## src/rtl/interfpga_tx_arbiter_if.sv

```systemverilog
// interfpga_tx_arbiter_if: requester handshake and link-sender signals of the tx arbiter
// master = arbiter side, slave = requesters plus interfpga_send side
interface interfpga_tx_arbiter_if #(parameter int NUM_REQ = 4);
    logic [NUM_REQ-1:0]   req_valid;
    logic [8*NUM_REQ-1:0] req_data;
    logic [NUM_REQ-1:0]   req_ack;
    logic [7:0]           tx_data;
    logic                 tx_send;
    logic                 tx_busy;
    modport master (input req_valid, req_data, tx_busy, output req_ack, tx_data, tx_send);
    modport slave (output req_valid, req_data, tx_busy, input req_ack, tx_data, tx_send);
endinterface

```

## src/rtl/interfpga_tx_arbiter.sv

```systemverilog
// interfpga_tx_arbiter: round-robin share of one interfpga_send link among NUM_REQ requesters
// INTERFPGA_ARB_TAG_EN: precede each payload byte with tag {4'hA, grant_id}
module interfpga_tx_arbiter #(
    parameter int NUM_REQ      = 4,
    parameter int SEND_TIMEOUT = 8,
    parameter int GAP_CYCLES   = 1
) (
    input  logic                       clk,
    input  logic                       reset,
    interfpga_tx_arbiter_if.master     bus,
    output logic                       active,
    output logic [$clog2(NUM_REQ)-1:0] grant_id,
    output logic                       err_timeout
);
    localparam int W  = $clog2(NUM_REQ);
    localparam int CW = $clog2((SEND_TIMEOUT > GAP_CYCLES ? SEND_TIMEOUT : GAP_CYCLES) + 1);

`ifdef INTERFPGA_ARB_TAG_EN
    typedef enum logic [2:0] {IDLE, SEND, WAIT_DONE, GAP, TAG} state_t;
    localparam state_t FIRST = TAG;
`else
    typedef enum logic [2:0] {IDLE, SEND, WAIT_DONE, GAP} state_t;
    localparam state_t FIRST = SEND;
`endif

    state_t               state, state_n, nxt;
    logic [CW-1:0]        cnt, cnt_n;
    logic [W-1:0]         last, winner;
    logic [NUM_REQ-1:0]   req_ack;
    logic [7:0]           tx_data;
    logic                 grab, err_n;

`ifdef INTERFPGA_ARB_TAG_EN
    logic                 pend;
    logic [7:0]           shadow;
    // pend: tag accepted, payload still owed after the gap
    assign nxt = pend ? SEND : IDLE;
`else
    assign nxt = IDLE;
`endif

    assign bus.req_ack = req_ack;
    assign bus.tx_data = tx_data;
    assign bus.tx_send = state == FIRST || state == SEND;
    assign active      = state != IDLE;

    // descending search so the nearest requester after last wins
    always_comb begin
        winner = '0;
        for (int k = NUM_REQ; k >= 1; k--)
            if (bus.req_valid[W'((int'(last) + k) % NUM_REQ)]) winner = W'((int'(last) + k) % NUM_REQ);
    end

    always_ff @(posedge clk or negedge reset)
        if (!reset) state <= IDLE;
        else state <= state_n;

    always_comb begin
        state_n = state;
        cnt_n   = cnt;
        err_n   = 1'b0;
        grab    = 1'b0;
        case (state)
            IDLE: begin
                grab    = |bus.req_valid;
                state_n = grab ? FIRST : IDLE;
                cnt_n   = '0;
            end
`ifdef INTERFPGA_ARB_TAG_EN
            TAG,
`endif
            SEND: begin
                if (bus.tx_busy) begin
                    state_n = WAIT_DONE;
                    cnt_n   = '0;
                end else if (int'(cnt) + 1 >= SEND_TIMEOUT) begin
                    state_n = GAP_CYCLES == 0 ? IDLE : GAP;
                    err_n   = 1'b1;
                    cnt_n   = '0;
                end else cnt_n = cnt + 1'b1;
            end
            WAIT_DONE: state_n = bus.tx_busy ? WAIT_DONE : (GAP_CYCLES == 0 ? nxt : GAP);
            GAP: begin
                if (int'(cnt) + 1 >= GAP_CYCLES) begin
                    state_n = nxt;
                    cnt_n   = '0;
                end else cnt_n = cnt + 1'b1;
            end
            default: state_n = IDLE;
        endcase
    end

    always_ff @(posedge clk or negedge reset)
        if (!reset) begin
            cnt         <= '0;
            req_ack     <= '0;
            err_timeout <= 1'b0;
            tx_data     <= '0;
            grant_id    <= '0;
            last        <= W'(NUM_REQ - 1);
`ifdef INTERFPGA_ARB_TAG_EN
            pend        <= 1'b0;
            shadow      <= '0;
`endif
        end else begin
            cnt         <= cnt_n;
            req_ack     <= grab ? NUM_REQ'(1) << winner : '0;
            err_timeout <= err_n;
            if (grab) begin
                grant_id <= winner;
                last     <= winner;
`ifdef INTERFPGA_ARB_TAG_EN
                tx_data  <= {4'hA, 4'(winner)};
                shadow   <= bus.req_data[8*winner +: 8];
`else
                tx_data  <= bus.req_data[8*winner +: 8];
`endif
            end
`ifdef INTERFPGA_ARB_TAG_EN
            pend <= (state == TAG && bus.tx_busy) || (pend && state_n != SEND);
            if (pend && state_n == SEND) tx_data <= shadow;
`endif
        end
endmodule

```

## src/flat_wrapper.sv

```systemverilog
// flat-port wrapper written by rule: the top's interface ports become plain ports
module interfpga_tx_arbiter_flat 
#(
    parameter int NUM_REQ      = 4,
    parameter int SEND_TIMEOUT = 8,
    parameter int GAP_CYCLES   = 1
)
  (clk, reset, active, grant_id, err_timeout, bus_req_valid, bus_req_data, bus_tx_busy, bus_req_ack, bus_tx_data, bus_tx_send);
  interfpga_tx_arbiter_if #(.NUM_REQ(NUM_REQ)) bus_i ();
  input  logic clk;
  input  logic reset;
  output logic active;
  output logic [$clog2(NUM_REQ)-1:0] grant_id;
  output logic err_timeout;
  input wire logic [$bits(bus_i.req_valid)-1:0] bus_req_valid;
  input wire logic [$bits(bus_i.req_data)-1:0] bus_req_data;
  input wire logic [$bits(bus_i.tx_busy)-1:0] bus_tx_busy;
  output wire logic [$bits(bus_i.req_ack)-1:0] bus_req_ack;
  output wire logic [$bits(bus_i.tx_data)-1:0] bus_tx_data;
  output wire logic [$bits(bus_i.tx_send)-1:0] bus_tx_send;
  assign bus_i.req_valid = bus_req_valid;
  assign bus_i.req_data = bus_req_data;
  assign bus_i.tx_busy = bus_tx_busy;
  assign bus_req_ack = bus_i.req_ack;
  assign bus_tx_data = bus_i.tx_data;
  assign bus_tx_send = bus_i.tx_send;
  interfpga_tx_arbiter #(.NUM_REQ(NUM_REQ), .SEND_TIMEOUT(SEND_TIMEOUT), .GAP_CYCLES(GAP_CYCLES)) u_core (.clk(clk), .reset(reset), .bus(bus_i), .active(active), .grant_id(grant_id), .err_timeout(err_timeout));
endmodule
```

## config.mk

```make
export PLATFORM = sky130hd
export DESIGN_NAME = interfpga_tx_arbiter_flat
export DESIGN_NICKNAME = d
export VERILOG_FILES = /design/src/rtl/interfpga_tx_arbiter_if.sv /design/src/rtl/interfpga_tx_arbiter.sv /design/src/flat_wrapper.sv
export SDC_FILE = /design/constraint.sdc
export NUM_CORES = 1
export LEC_CHECK = 0
export BUFFER_PORTS_ARGS = -buffer_cell sky130_fd_sc_hd__buf_2
export CAP_MARGIN = 20
export CORE_MARGIN = 3
export CORE_UTILIZATION = 40
export CTS_CLUSTER_DIAMETER = 50
export DETAILED_ROUTE_END_ITERATION = 10
export PLACE_DENSITY = 0.67
export REMOVE_ABC_BUFFERS = 1
export SETUP_SLACK_MARGIN = 0.2
export SLEW_MARGIN = 10
export SYNTH_ARGS = -nofsm -noshare
export SYNTH_HDL_FRONTEND = slang
export SYNTH_SLANG_ARGS = --single-unit
```

## constraint.sdc

```tcl
create_clock -name clk -period 2.35 [get_ports clk]
set_input_delay 0.47 -clock clk [delete_from_list [all_inputs] [get_ports clk]]
set_output_delay 0.47 -clock clk [all_outputs]
set_load 0.02 [all_outputs]
```

==> results.txt <==
----------------------------------------------------
[Critical path]
  Crit path required time ... 2.52 ns
  Arrival time at the worst endpoint ... 2.14 ns
  Delay of the slowest critical-path stage ... 0.61 ns
  Reg-to-reg slack, setup ... 0.38 ns
  Kind of cell with the highest combined delay on the critical path ... multiplexers
  CP most frequent cell ... mux2i_1
  Category of the worst setup path launch point ... register
  Worst reg2reg startpoint ... u_core.last[1]$_DFFE_PN1P_
  Worst reg2reg path depth ... 4
  Cell with the largest stage delay on the worst path ... dfstp_2
  R2R Path End ... u_core.bus.tx_data[7]$_DFFE_PN0P_
  Kind of critical path ... reg -> reg
  Worst path cell trace ... mux2i_1 > o221ai_2 > mux2i_1 > o221ai_1
  Count of buffer and inverter cells on the critical path ... 0
  Maximum fanout count along the critical path ... 11
  Setup crit end kind ... register

[Clock tree]
  Hold-fix buffer count after cts ... 0
  CTS H-tree lvls ... 1
  Clock sink total ... 23
  Source-to-sink clock delay at the later pin of the worst-skew pair ... 0.30 ns
  Root buffer cell ... clkbuf_4
  Clock-pin slew reported for the worst setup and hold paths after clock tree synthesis ... 0.12 ns
  Clock buffer count from CTS ... 3
  Setup bufs post-CTS ... 0
  TritonCTS clock tree ... built
  Resize count post-CTS ... 0
  Buffers from clock root to sink, at most ... 2

[Yosys]
  Mean Syn Cell Area ... 10.6 um^2
  Top cell type's share of synthesized area ... 0.400
  Post-synthesis instance area ... 1310 um^2
  Number of flops mapped to enable cells by yosys ... 0
  Instance count of the mapped netlist ... 124
  Number of library cell types mapped by synthesis ... 32
  Most used flip-flop cell after synthesis ... dfrtp_1
  Sequential cell area fraction in the yosys report ... 0.440
  Largest cells by area after synthesis ... dfrtp_1 40%, mux2i_1 13%, ha_1 6.7%, nand2_1 5.4%, o221ai_1 5.3%
  YS warnings ... 0
  Dominant cell type by area after synthesis ... dfrtp_1
  Fraction of registers with async set/reset ... 1.00
  Synthesized flop and latch total ... 23

[Layout]
  Commonest cells after routing, fill and taps aside ... 55 x buf_2, 21 x dfrtp_1, 19 x nand2_1, 17 x mux2i_1, 8 x o221ai_1
  Fill cell count ... 292
  Layout overhead on the synthesized area ... 25.2%
  Net count of the finished layout ... 226
  Most common cell after layout, fill and taps aside ... buf_2
  Number of antenna diodes ... 0
  Layout cell share with drive strength beyond 1 ... 0.374
  Footprint of the multi-input gates ... 678 um^2
  Register cell area after layout ... 578 um^2

[Global route]
  Total global routing track utilization ... 0.155
  Wire length of the first global-routing pass ... 5090 um
  Number of antenna violations at the first check in global routing ... 0
  Number of global-route vias before repair ... 1,180
  Pin count of the biggest net entering global routing ... 24
  Leftover overflow at the end of global routing ... 0

[Timing]
  Endpoints failing setup ... 0
  Fraction of the cycle the final worst path needs ... 0.839
  Final Hold Viols ... 0
  Min Tclk post-route ... 1.97 ns
  Transition time of the tightest slew-check pin ... 0.638 ns
  Maximum clock frequency ... 507 MHz
  Rel. slew slack ... 0.575
  Final Max Tran Viols ... 0
  Setup repair after global routing missed its margin ... no
  Sum of negative setup slack ... 0 ns
  Clock Skew ... 0.00950 ns

[Pwr]
  Power Dens Cells ... 1120 nW/um^2
  PnR Total Power ... 1.83 mW
  Leakage power summed over all cells ... 0.866 nW
  Worst vdd rail ir drop ... 0.505 mV

[Worst hold path]
  Hold WC Path Type ... in -> async

[Flow run]
  Number of max-cap violations ... 0

[Placement]
  Number of port buffers ... 55
  Final weighted congestion in routability-driven placement ... 0.772
  HPWL reported at the end of detailed placement ... 2220 um

[Detailed routing]
  Initial drt markers ... 48
  Post-detailed-route DRC marker count ... 0
  Number of routed nets with antenna violations ... 0
  Final routed wire length divided by cell count ... 13.7 um
  Vias after detailed routing ... 1,119
  Drt via density ... 5.02
  Pre-Repair DR Iteration Count ... 4
  Wire length after detailed routing ... 3060 um

[Floorplanning]
  Die Width ... 63.3 um
  Die outline height ... 63.3 um
  FP Rows ... 20
  Initial core utilization ... 0.423
  Placeable core area ... 3100 um^2
  Die area ... 4000 um^2
  I/O pins ... 56

[Outcome]
  Status ... completed

----------------------------------------------------
[synth_stat cells (2+ instances only)]
cell type and n:
a21o_1 2, a21oi_1 2, and2_1 2, buf_2 2, clkbuf_1 2, dfrtp_1 21
dfstp_2 2, ha_1 7, inv_1 6, mux2i_1 17, nand2_1 19, nand2b_1 4
nand3_1 2, nor2_1 5, nor2b_1 4, o21ai_0 3, o21ai_1 2, o221ai_1 8
[cell type report]
cell class	instances	share of cell area
multi-input combinational	90	0.413
sequential	23	0.352
timing repair buffer	56	0.172
tap	44	0.0335
clock buffer	4	0.0160
inverter	6	0.0137
[worst register-to-register path, stage by stage, from the launching register on]
cell and delay (ns):
dfstp_2 0.61, mux2i_1 0.46, o221ai_2 0.37, mux2i_1 0.25, o221ai_1 0.15
[logic make-up (layout without fill, tap and decap cells)]
family                   count (synthesis)  after routing  synth area share
multiplexers                            19             19             0.147
buffers and inverters                   12             66            0.0543
AO/OA/AOI/OAI                           23             24             0.145
adder cells (fa/ha/maj)                  7              7            0.0667
flip-flops                              23             23             0.440
AND/OR/NAND/NOR                         40             40             0.147
[worst max path at each step]
| stage | startpoint | to | slack, ns | cells after the start |
|---|---|---|---|---|
| 3_5_place_dp | bus_req_valid[3] | u_core.bus.tx_data[0]$_DFFE_PN0P_ | 0.25 | 6 |
| 5_1_grt | u_core.last[1]$_DFFE_PN1P_ | u_core.bus.tx_data[0]$_DFFE_PN0P_ | 0.27 | 4 |
| 2_1_floorplan | bus_req_valid[3] | u_core.bus.tx_data[0]$_DFFE_PN0P_ | 0.46 | 4 |
| 4_1_cts | u_core.last[1]$_DFFE_PN1P_ | u_core.bus.tx_data[2]$_DFFE_PN0P_ | 0.28 | 5 |
| 6_report | u_core.last[1]$_DFFE_PN1P_ | u_core.bus.tx_data[7]$_DFFE_PN0P_ | 0.38 | 4 |
| 3_3_place_gp | bus_req_valid[3] | u_core.bus.tx_data[7]$_DFFE_PN0P_ | 0.36 | 6 |
[per-layer routing]
metal | global-route usage | share of wire
met1 | 0.191 | 0.44
met2 | 0.275 | 0.48
met3 | 0.0285 | 0.070
met4 | 0.0458 | 0.0062
met5 | 0 | 0
[registers in the layout, summed over array words and instances (netlist names)]
signal,count
u_core.cnt,4
u_core.bus.tx_data,8
u_core.grant_id,2
u_core.last,2
u_core.state,2
u_core.bus.req_ack,4
u_core.err_timeout,1
[power by group]
part | internal [mW] | switching (mW)
logic | 0.393 | 0.579
clock network | 0.0661 | 0.111
registers | 0.559 | 0.124
[metrics by stage]
stage / utilization / std cells / instance area (um^2) / setup WS (ns) / hold WS (ns)
after floorplan: - / 118 / 1260 / 0.462 / 0.174
after global placement: 0.516 / 218 / 1600 / 0.360 / 0.468
after detailed placement: 0.516 / 218 / 1600 / 0.247 / 0.473
after CTS: 0.525 / 222 / 1630 / 0.282 / 0.127
after global routing: 0.529 / 223 / 1640 / 0.273 / 0.136
final: 0.529 / 223 / 1640 / 0.377 / 0.115
No activity file was read; power rests on OpenSTA's default activity.
